==> src/rtl/cnt_ctrl_pkg.sv <==
// Shared op encodings, FSM states and counter step helpers.
// CNT_ARB_WRAP_STOP_EN adds the wrap-ahead predicate.
package cnt_ctrl_pkg;

    typedef enum logic [1:0] {
        OP_INC1 = 2'b00,
        OP_INC2 = 2'b01,
        OP_DEC1 = 2'b10,
        OP_CLR  = 2'b11
    } op_e;

    typedef enum logic [1:0] {
        CLR,
        IDLE,
        RUN,
        DONE
    } state_e;

    function automatic logic [2:0] next_q(
        input logic [2:0] q,
        input op_e        op
    );
        unique case (op)
            OP_INC1: return q + 3'd1;
            OP_INC2: return q + 3'd2;
            OP_DEC1: return q - 3'd1;
            OP_CLR:  return 3'd0;
        endcase
    endfunction

`ifdef CNT_ARB_WRAP_STOP_EN
    function automatic logic would_wrap(
        input logic [2:0] q,
        input op_e        op
    );
        unique case (op)
            OP_INC1: return q == 3'd7;
            OP_INC2: return q >= 3'd6;
            OP_DEC1: return q == 3'd0;
            OP_CLR:  return 1'b0;
        endcase
    endfunction
`endif

endpackage

==> src/rtl/counter_arb_ctrl_if.sv <==
// Requester-side bundle of the counter arbiter controller.
// master = requester/bench side, slave = controller side.
interface counter_arb_ctrl_if #(
    parameter int LEN_W = 3
);
    logic [1:0]       req;
    logic [1:0]       op0;
    logic [1:0]       op1;
    logic [LEN_W-1:0] len0;
    logic [LEN_W-1:0] len1;
    logic [1:0]       gnt;
    logic             busy;
    logic             done;
    logic             done_id;
    logic [2:0]       done_q;
    logic             wrap_err;
    logic [2:0]       q;

    modport master (
        output req, op0, op1, len0, len1,
        input  gnt, busy, done, done_id,
        input  done_q, wrap_err, q
    );

    modport slave (
        input  req, op0, op1, len0, len1,
        output gnt, busy, done, done_id,
        output done_q, wrap_err, q
    );
endinterface

==> src/rtl/counter_arb_ctrl_cnt.sv <==
// 3-bit modulo-8 counter driven by a 2-bit op select.
// No reset: sel=11 on the first edge clears it.
module counter_3bit
    import cnt_ctrl_pkg::*;
(
    input  logic       clk,
    input  op_e        sel,
    output logic [2:0] Q
);

    always_ff @(posedge clk) begin
        Q <= next_q(Q, sel);
    end

endmodule

==> src/rtl/counter_arb_ctrl.sv <==
// Round-robin burst arbiter driving a counter_3bit.
// Define CNT_ARB_WRAP_STOP_EN to stop bursts before a wrap.
module counter_arb_ctrl
    import cnt_ctrl_pkg::*;
#(
    parameter int LEN_W = 3
) (
    input logic               clk,
    input logic               rst_n,
    counter_arb_ctrl_if.slave bus
);

    state_e           state;
    op_e              op_r;
    op_e              sel;
    logic [LEN_W-1:0] len_r;
    logic             ptr;
    logic             win;
    logic             stop;
    logic [2:0]       q;
    logic [1:0]       gnt_r;
    logic             busy_r;
    logic             done_r;
    logic             id_r;
    logic [2:0]       dq_r;

`ifdef CNT_ARB_WRAP_STOP_EN
    logic werr_r;
    assign stop = (state == RUN)
                && would_wrap(q, op_r);
    assign bus.wrap_err = werr_r;
`else
    assign stop = 1'b0;
    assign bus.wrap_err = 1'b0;
`endif

    // ptr names the requester that wins a tie
    assign win = bus.req[1]
               & (~bus.req[0] | ptr);

    always_comb begin
        sel = OP_CLR;
        if (state == RUN && !stop)
            sel = op_r;
    end

    counter_3bit u_cnt (
        .clk (clk),
        .sel (sel),
        .Q   (q)
    );

    always_ff @(posedge clk or negedge rst_n) begin
        if (!rst_n) begin
            state  <= CLR;
            gnt_r  <= 2'b00;
            busy_r <= 1'b0;
            done_r <= 1'b0;
            id_r   <= 1'b0;
            dq_r   <= 3'd0;
            ptr    <= 1'b0;
            op_r   <= OP_INC1;
            len_r  <= '0;
`ifdef CNT_ARB_WRAP_STOP_EN
            werr_r <= 1'b0;
`endif
        end else begin
            gnt_r  <= 2'b00;
            done_r <= 1'b0;
`ifdef CNT_ARB_WRAP_STOP_EN
            werr_r <= 1'b0;
`endif
            unique case (state)
                CLR: state <= IDLE;
                IDLE: begin
                    if (|bus.req) begin
                        state  <= RUN;
                        busy_r <= 1'b1;
                        gnt_r  <= win ? 2'b10
                                      : 2'b01;
                        id_r   <= win;
                        ptr    <= ~win;
                        op_r   <= op_e'(win ? bus.op1
                                            : bus.op0);
                        len_r  <= win ? bus.len1
                                      : bus.len0;
                    end
                end
                RUN: begin
                    if (stop || len_r == '0) begin
                        state  <= DONE;
                        done_r <= 1'b1;
                        // a stopped burst skips its step
                        dq_r   <= stop ? q
                                       : next_q(q, op_r);
`ifdef CNT_ARB_WRAP_STOP_EN
                        werr_r <= stop;
`endif
                    end else begin
                        len_r <= len_r - LEN_W'(1);
                    end
                end
                DONE: begin
                    state  <= IDLE;
                    busy_r <= 1'b0;
                end
            endcase
        end
    end

    assign bus.gnt     = gnt_r;
    assign bus.busy    = busy_r;
    assign bus.done    = done_r;
    assign bus.done_id = id_r;
    assign bus.done_q  = dq_r;
    assign bus.q       = q;

endmodule

==> src/flat_wrapper.sv <==
// flat-port wrapper written by rule: the top's interface ports become plain ports
module counter_arb_ctrl_flat import cnt_ctrl_pkg::*;
#(
    parameter int LEN_W = 3
)
  (clk, rst_n, bus_req, bus_op0, bus_op1, bus_len0, bus_len1, bus_gnt, bus_busy, bus_done, bus_done_id, bus_done_q, bus_wrap_err, bus_q);
  counter_arb_ctrl_if #(.LEN_W(LEN_W)) bus_i ();
  input logic clk;
  input logic rst_n;
  input wire logic [$bits(bus_i.req)-1:0] bus_req;
  input wire logic [$bits(bus_i.op0)-1:0] bus_op0;
  input wire logic [$bits(bus_i.op1)-1:0] bus_op1;
  input wire logic [$bits(bus_i.len0)-1:0] bus_len0;
  input wire logic [$bits(bus_i.len1)-1:0] bus_len1;
  output wire logic [$bits(bus_i.gnt)-1:0] bus_gnt;
  output wire logic [$bits(bus_i.busy)-1:0] bus_busy;
  output wire logic [$bits(bus_i.done)-1:0] bus_done;
  output wire logic [$bits(bus_i.done_id)-1:0] bus_done_id;
  output wire logic [$bits(bus_i.done_q)-1:0] bus_done_q;
  output wire logic [$bits(bus_i.wrap_err)-1:0] bus_wrap_err;
  output wire logic [$bits(bus_i.q)-1:0] bus_q;
  assign bus_i.req = bus_req;
  assign bus_i.op0 = bus_op0;
  assign bus_i.op1 = bus_op1;
  assign bus_i.len0 = bus_len0;
  assign bus_i.len1 = bus_len1;
  assign bus_gnt = bus_i.gnt;
  assign bus_busy = bus_i.busy;
  assign bus_done = bus_i.done;
  assign bus_done_id = bus_i.done_id;
  assign bus_done_q = bus_i.done_q;
  assign bus_wrap_err = bus_i.wrap_err;
  assign bus_q = bus_i.q;
  counter_arb_ctrl #(.LEN_W(LEN_W)) u_core (.clk(clk), .rst_n(rst_n), .bus(bus_i));
endmodule
==> config.mk <==
export PLATFORM = sky130hd
export DESIGN_NAME = counter_arb_ctrl_flat
export DESIGN_NICKNAME = d
export VERILOG_FILES = /design/src/rtl/cnt_ctrl_pkg.sv /design/src/rtl/counter_arb_ctrl_if.sv /design/src/rtl/counter_arb_ctrl_cnt.sv /design/src/rtl/counter_arb_ctrl.sv /design/src/flat_wrapper.sv
export SDC_FILE = /design/constraint.sdc
export NUM_CORES = 1
export LEC_CHECK = 0
export BUFFER_PORTS_ARGS = -buffer_cell sky130_fd_sc_hd__buf_2
export CAP_MARGIN = 20
export CORE_MARGIN = 3
export CORE_UTILIZATION = 59
export CTS_BUF_LIST = sky130_fd_sc_hd__clkbuf_4 sky130_fd_sc_hd__clkbuf_8
export DETAILED_ROUTE_END_ITERATION = 10
export PLACE_DENSITY_LB_ADDON = 0.1
export SYNTH_ARGS = -nofsm -noshare
export SYNTH_HDL_FRONTEND = slang
export SYNTH_SLANG_ARGS = --single-unit
==> constraint.sdc <==
create_clock -name clk -period 4.5 [get_ports clk]
set_clock_uncertainty 0.2 [all_clocks]
set_input_delay 0.9 -clock clk [delete_from_list [all_inputs] [get_ports clk]]
set_output_delay 0.9 -clock clk [all_outputs]
set_load 0.03 [all_outputs]
==> results of run 1 <==
[cell families (layout without fill, tap and decap cells)]
family	Yosys count	after routing	share of synthesized area (%)
buffers and inverters	17	39	8.025
xor gates and xnor gates	3	3	2.342
muxes	7	7	6.243
other	1	1	0.3341
and+or+nand+nor	30	30	13.82
adders and majority gates	9	9	10.03
AOI/OAI and AO/OA	27	27	17.28
DFF	19	19	41.92
[state kept, by name (all words and copies together), names as in the netlist]
name and count:
u_core.bus.done_id 1, u_core.u_cnt.Q 3, u_core.bus.gnt 2, u_core.bus.done 1, u_core.len_r 3, u_core.ptr 1
u_core.bus.busy 1, u_core.bus.done_q 3, u_core.state 2, u_core.op_r 2
[layout by cell type, fill, tap and decap left out, drive strengths merged, types with 3 or more instances in the layout]
master,synthesis,layout
a21oi,7,7
buf,5,24
clkbuf,1,3
dfrtp,16,16
ha,9,9
inv,10,10
mux2i,7,7
nand2,6,6
nand2b,3,3
nor2,12,12
o21ai,5,5
xnor2,3,3
[through the flow]
step | hold slack (ps) | cells | power (W) | setup WS [ps] | utilization [%]
2_1_floorplan | 265.8 | 113 | 0.0007275 | 2590 | -
3_3_place_gp | 262.4 | 156 | 0.0008037 | 2382 | 69.50
3_5_place_dp | 266.4 | 156 | 0.0008290 | 2341 | 69.50
4_1_cts | 293.8 | 160 | 0.0009161 | 2399 | 71.06
5_1_grt | 300.8 | 160 | 0.0009891 | 2228 | 71.06
6_report | 288.3 | 160 | 0.0009061 | 2405 | 71.06
[layout make-up]
class	count	area (um^2)	share of cell area (%)
multi-input cells	77	561.8	44.81
well taps	25	31.28	2.495
inverters	11	42.54	3.393
clock buffers	3	22.52	1.796
clock inverters	1	5.005	0.3992
repair buffers	24	120.1	9.581
flip-flops and latches	19	470.5	37.53
[worst min path at each step]
stage / endpoint / cells after the start
floorplan: u_core.len_r[1] / 1
global placement: u_core.bus.done_q[2] / 2
detailed placement: u_core.bus.done_q[1] / 2
CTS: u_core.bus.done_q[1] / 2
global route: u_core.bus.done_q[1] / 1
finish: u_core.bus.done_q[1] / 2
[routing by layer]
metal	vias to the layer above	GRT usage (%)	part of all wire [%]
li1	427	-	-
met1	379	22.72	46
met2	21	31.28	49
met3	2	3.323	4.9
met4	0	8.295	0.88
met5	-	0	0
[report_power, final]
group	switching, W	internal, W
Sequential	0.0000707	0.000250
Combinational	0.000291	0.000207
Clock	0.0000532	0.0000330
Total	0.000415	0.000491
==> results.md, run 1 <==
- Status: completed
- DR WL/cell: 12.72 um
- DR DRC count: 0
- Top-count cell post-synth: dfrtp_1
- Setup TNS: 0 ps
- Netlist cell types: 39
- Die ar.: 0.002462 mm^2
- Root buffer cell: clkbuf_4
- Pin count of the biggest net entering global routing: 17
- #FFs+latches synth: 19
- Post-CTS Resized: 0
- R2R setup slack: 2430 ps
- Syn avg cell area: 9.932 um^2
- Later-pin clock latency in the skew report: 290 ps
- I/O pin total: 26
- Critical Path Source Type: register
- Vias/cell: 5.181
- CTS tree: yes
- Detailed Routing Iterations Pass 1: 4
- Predominant post-synthesis flop cell: dfrtp_1
- Fin. max-slew vios: 0
- Fillers: 152
- Antenna violations before repair: 0
- Worst hold path type: reg2reg
- Crit path time final: 2095 ps
- Row Count: 15
- RD Place Congestion: 0.8015
- Synth top area cells: dfrtp_1 (36%), ha_1 (10%), mux2i_1 (6.2%)
- Hold buffer count at cts: 0
- RSZ-0062 raised after global routing: no
- Core Box Area: 0.001764 mm^2
- Worst Path Arrival: 1000 ps
- Crit path kind: reg2out
- Via total after detailed routing: 829
- Cells after Synth: 113
- Drt total wl: 2035 um
- CP top delay family: flip-flops
- Number of port buffers: 24
- R2r worst-path depth: 7
- CP startpoint: u_core.u_cnt.Q[0]
- Die span in y: 49.62 um
- Clock Sinks: 19
- Pleak: 0.6479 nW
- Worst r2r src: u_core.state[0]
- Effective utilization at floorplan: 63.62%
- Worst setup EP type: output pin
- Yosys warning total: 0
- Post-CTS setup buffers: 0
- Final ANT Viol Nets: 0
- Worst-case clock buffer depth: 2
- Worst-path cell with the longest stage delay: edfxtp_1
- Worst-path clk slew: 110 ps
- GRT overflow: 0
- Final hold vios: 0
- Fraction of registers with async set/reset: 84.21%
- Total power per unit cell area: 722.7 mW/mm^2
- Crit share post-route: 46.56%
- Fin nets: 159
- R2r endpoint: u_core.len_r[1]
- CP bufs+invs: 1
- Min-delay src: u_core.bus.done_q[1]
- Post-synth EDFFs: 1
- # diodes: 0
- Synth top area share: 35.67%
- Syn_nets: 136
- CP cell instances: buf_2
- HPWL Detailed: 1625 um
- CTS buffer count: 3
- First-pass GRT wire length: 3463 um
- Die W: 49.62 um
- Crit path required time: 3400 ps
- Cell Area, Synth: 0.001122 mm^2
- Layout overhead on the synthesized area: 11.71%
- Final setup violation count: 0
- GRT Total Usage: 18.47%
- Worst Path Max Fanout: 6
- Post-route cell area: 0.001254 mm^2
- Share of cells above drive strength 1: 23.70%
- Synth cell count leaders: dfrtp_1 (16), nor2_1 (12), inv_1 (10), ha_1 (9)
- Top cell type by total area after synthesis: dfrtp_1
- Max IR drop VDD: 373.5 uV
- Max cap viols: 0
- CP endpoint: bus_q[0]
- DP Area: 0.001226 mm^2
- Post-synthesis sequential area ratio: 41.92%
- Vias in the first global route: 801
- 1st-iter DRT viols: 12
- H-Tree Level Count: 1
- Worst path depth: 1
- Achievable Freq: 0.4773 GHz
- Max incr delay on CP: 480 ps
(Power assumes the default switching activity.)
==> inputs of run 2 (changes only) <==
--- a/config.mk
+++ b/config.mk
@@ -8,7 +8,7 @@
 export BUFFER_PORTS_ARGS = -buffer_cell sky130_fd_sc_hd__buf_2
 export CAP_MARGIN = 20
 export CORE_MARGIN = 3
-export CORE_UTILIZATION = 59
+export CORE_UTILIZATION = 50
 export CTS_BUF_LIST = sky130_fd_sc_hd__clkbuf_4 sky130_fd_sc_hd__clkbuf_8
 export DETAILED_ROUTE_END_ITERATION = 10
 export PLACE_DENSITY_LB_ADDON = 0.1
==> constraint.sdc (replaced) <==
create_clock -name clk -period 1.72 [get_ports clk]
set_clock_uncertainty 0.2 [all_clocks]
set_input_delay 0.344 -clock clk [delete_from_list [all_inputs] [get_ports clk]]
set_output_delay 0.344 -clock clk [all_outputs]
set_load 0.03 [all_outputs]
==> run 2 against run 1 <==
Effect of this change: the flow now finishes with violations (setup timing); final cell count up 10%; clock power rose to 2.8 times the previous value; utilization up 0.69 points; sequential power rose to 2.6 times the previous value; highest routed layer unchanged; power rose to 3.2 times the previous value; critical endpoint is now u_core.len_r[1].
==> results.md, run 2 (synthesis gave the netlist of run 1 again) <==
- Final ANT Viol Nets: 0
- Root buffer cell: clkbuf_4
- Max cap viols: 0
- CP endpoint: u_core.len_r[1]
- Clock Sinks: 19
- Met1 Track Usage GR: 21.72%
- Worst hold slack: 75.56 ps
- Crit path time final: 1752 ps
- Crit path required time: 1700 ps
- Fin nets: 173
- GRT overflow: 0
- Detailed Routing Iterations Pass 1: 4
- CTS tree: yes
- Critical Path Source Type: register
- Worst Path Arrival: 1730 ps
- RD Place Congestion: 0.7464
- Worst-case clock buffer depth: 2
- Effective utilization at floorplan: 54.96%
- Max incr delay on CP: 470 ps
- Placement Setup Slack: -115.6 ps
- Status: finished, violations left
- Busiest grt layer: met2
- 1st-iter DRT viols: 22
- Final core occ: 71.75%
- Via total after detailed routing: 939
- Achievable Freq: 0.5707 GHz
- Commonest non-fill, non-tap cell in the layout: buf_2
- Final hold vios: 0
- H-Tree Level Count: 1
- # diodes: 0
- Die ar.: 0.002849 mm^2
- Final cell count without fillers: 176
- CP cell instances: inv_2, ha_4, nor3b_4, nor2_4, a32o_1
- Vias/cell: 5.335
- Worst Path Max Fanout: 5
- Die W: 53.38 um
- Worst-path clk slew: 110 ps
- Die span in y: 53.38 um
- Crit share post-route: 101.9%
- Max IR drop VDD: 1118 uV
- Total power: 0.002859 W
- CP startpoint: u_core.state[1]
- Row Count: 16
- RSZ-0062 raised after global routing: yes
- Fin. max-slew vios: 0
- Core Box Area: 0.002042 mm^2
- GRT Total Usage: 17.48%
- Layout overhead on the synthesized area: 30.55%
- HPWL Detailed: 1659 um
- Setup ws final: -32.22 ps
- Met2 Use GR: 31.43%
- Later-pin clock latency in the skew report: 290 ps
- Worst-path cell with the longest stage delay: dfrtp_2
- Pin count of the biggest net entering global routing: 17
- Worst setup EP type: register
- Antenna violations before repair: 0
- R2R setup slack: -30 ps
- Final setup violation count: 4
- Most frequent cells in the layout: buf_2 (24), dfrtp_1 (15), nor2_1 (11), buf_4 (11), mux2i_1 (7)
- DR DRC count: 0
- I/O pin total: 26
- DR WL/cell: 14.50 um
- Worst hold path type: in2reg
- R2r endpoint: u_core.len_r[1]
- Crit path kind: reg2reg
- Worst r2r src: u_core.state[1]
- CTS buffer count: 3
- First-pass GRT wire length: 3629 um
- Share of cells above drive strength 1: 39.60%
- Drt total wl: 2552 um
- R2r worst-path depth: 5
- Vias in the first global route: 837
- Pleak: 0.7273 nW
- Placed Cells: 164
- Number of port buffers: 24
- GR Util met3: 2.535%
- Failing checks: setup timing
- Total power per unit cell area: 1951 mW/mm^2
[run 2: cell count changes in the layout (fill, tap and decap cells not counted), moves of 2 or more]
cell   change
ha_1       -4
buf_4     +11
inv_1      -4
inv_2      +4
buf_6      +2
ha_4       +4
[run 2: per-layer routing]
layer | wire length, um | up-vias | part of all wire (%)
met3 | 79 | 4 | 3.1
met2 | 1331 | 15 | 52
met5 | 0 | - | 0
met1 | 1107 | 466 | 43
met4 | 34 | 0 | 1.3
li1 | - | 454 | -
[run 2: layout make-up]
cell class              count  area [um^2]
repair buffers             38        235.2
inverters                  11        42.54
multi-input cells          77        651.9
fillers                   161        576.8
clock buffers               4        30.03
well taps                  27        33.78
flip-flops and latches     19        471.7
[run 2: worst max-delay path, delay by kind of cell (launching register included)]
kind / cells / cell delay (ps)
buffers and inverters: 1 / 110
adder cells (fa/ha/maj): 1 / 150
AND/OR/NAND/NOR: 2 / 450
flip-flops: 1 / 470
AO/OA/AOI/OAI: 1 / 270
[run 2: how the worst min path moves through the flow]
stage / from / end / slack, ps / depth (start not counted)
2_1_floorplan: rst_n / u_core.bus.busy / -150 / 0
3_3_place_gp: rst_n / u_core.bus.gnt[0] / 80 / 1
3_5_place_dp: rst_n / u_core.bus.gnt[0] / 80 / 1
4_1_cts: bus_op1[0] / u_core.op_r[0] / 80 / 2
5_1_grt: bus_op0[0] / u_core.op_r[0] / 70 / 2
6_report: bus_op1[0] / u_core.op_r[0] / 80 / 2
[run 2: report_power, final]
part	total (W)	switching, W	internal (W)
Clock	0.000238	0.000132	0.000106
Sequential	0.000847	0.000190	0.000657
Combinational	0.00177	0.000964	0.000810
Total	0.00286	0.00129	0.00157
[run 2: what timing repair did]
item,4_1_cts,5_1_grt
pin swaps,0,9
endpoints found under the setup margin,4,9
gates resized for setup,4,19
endpoints found under the hold margin,16,0
hold buffers,1,0
gates cloned,0,0
setup buffers,3,5
[run 2: through the flow]
stage	instance area, um^2	TNS [ps]
after floorplan	1122	0
after global placement	1274	-88.55
after detailed placement	1274	-210.2
after CTS	1350	-6.918
after global routing	1465	-332.4
final	1465	-74.71
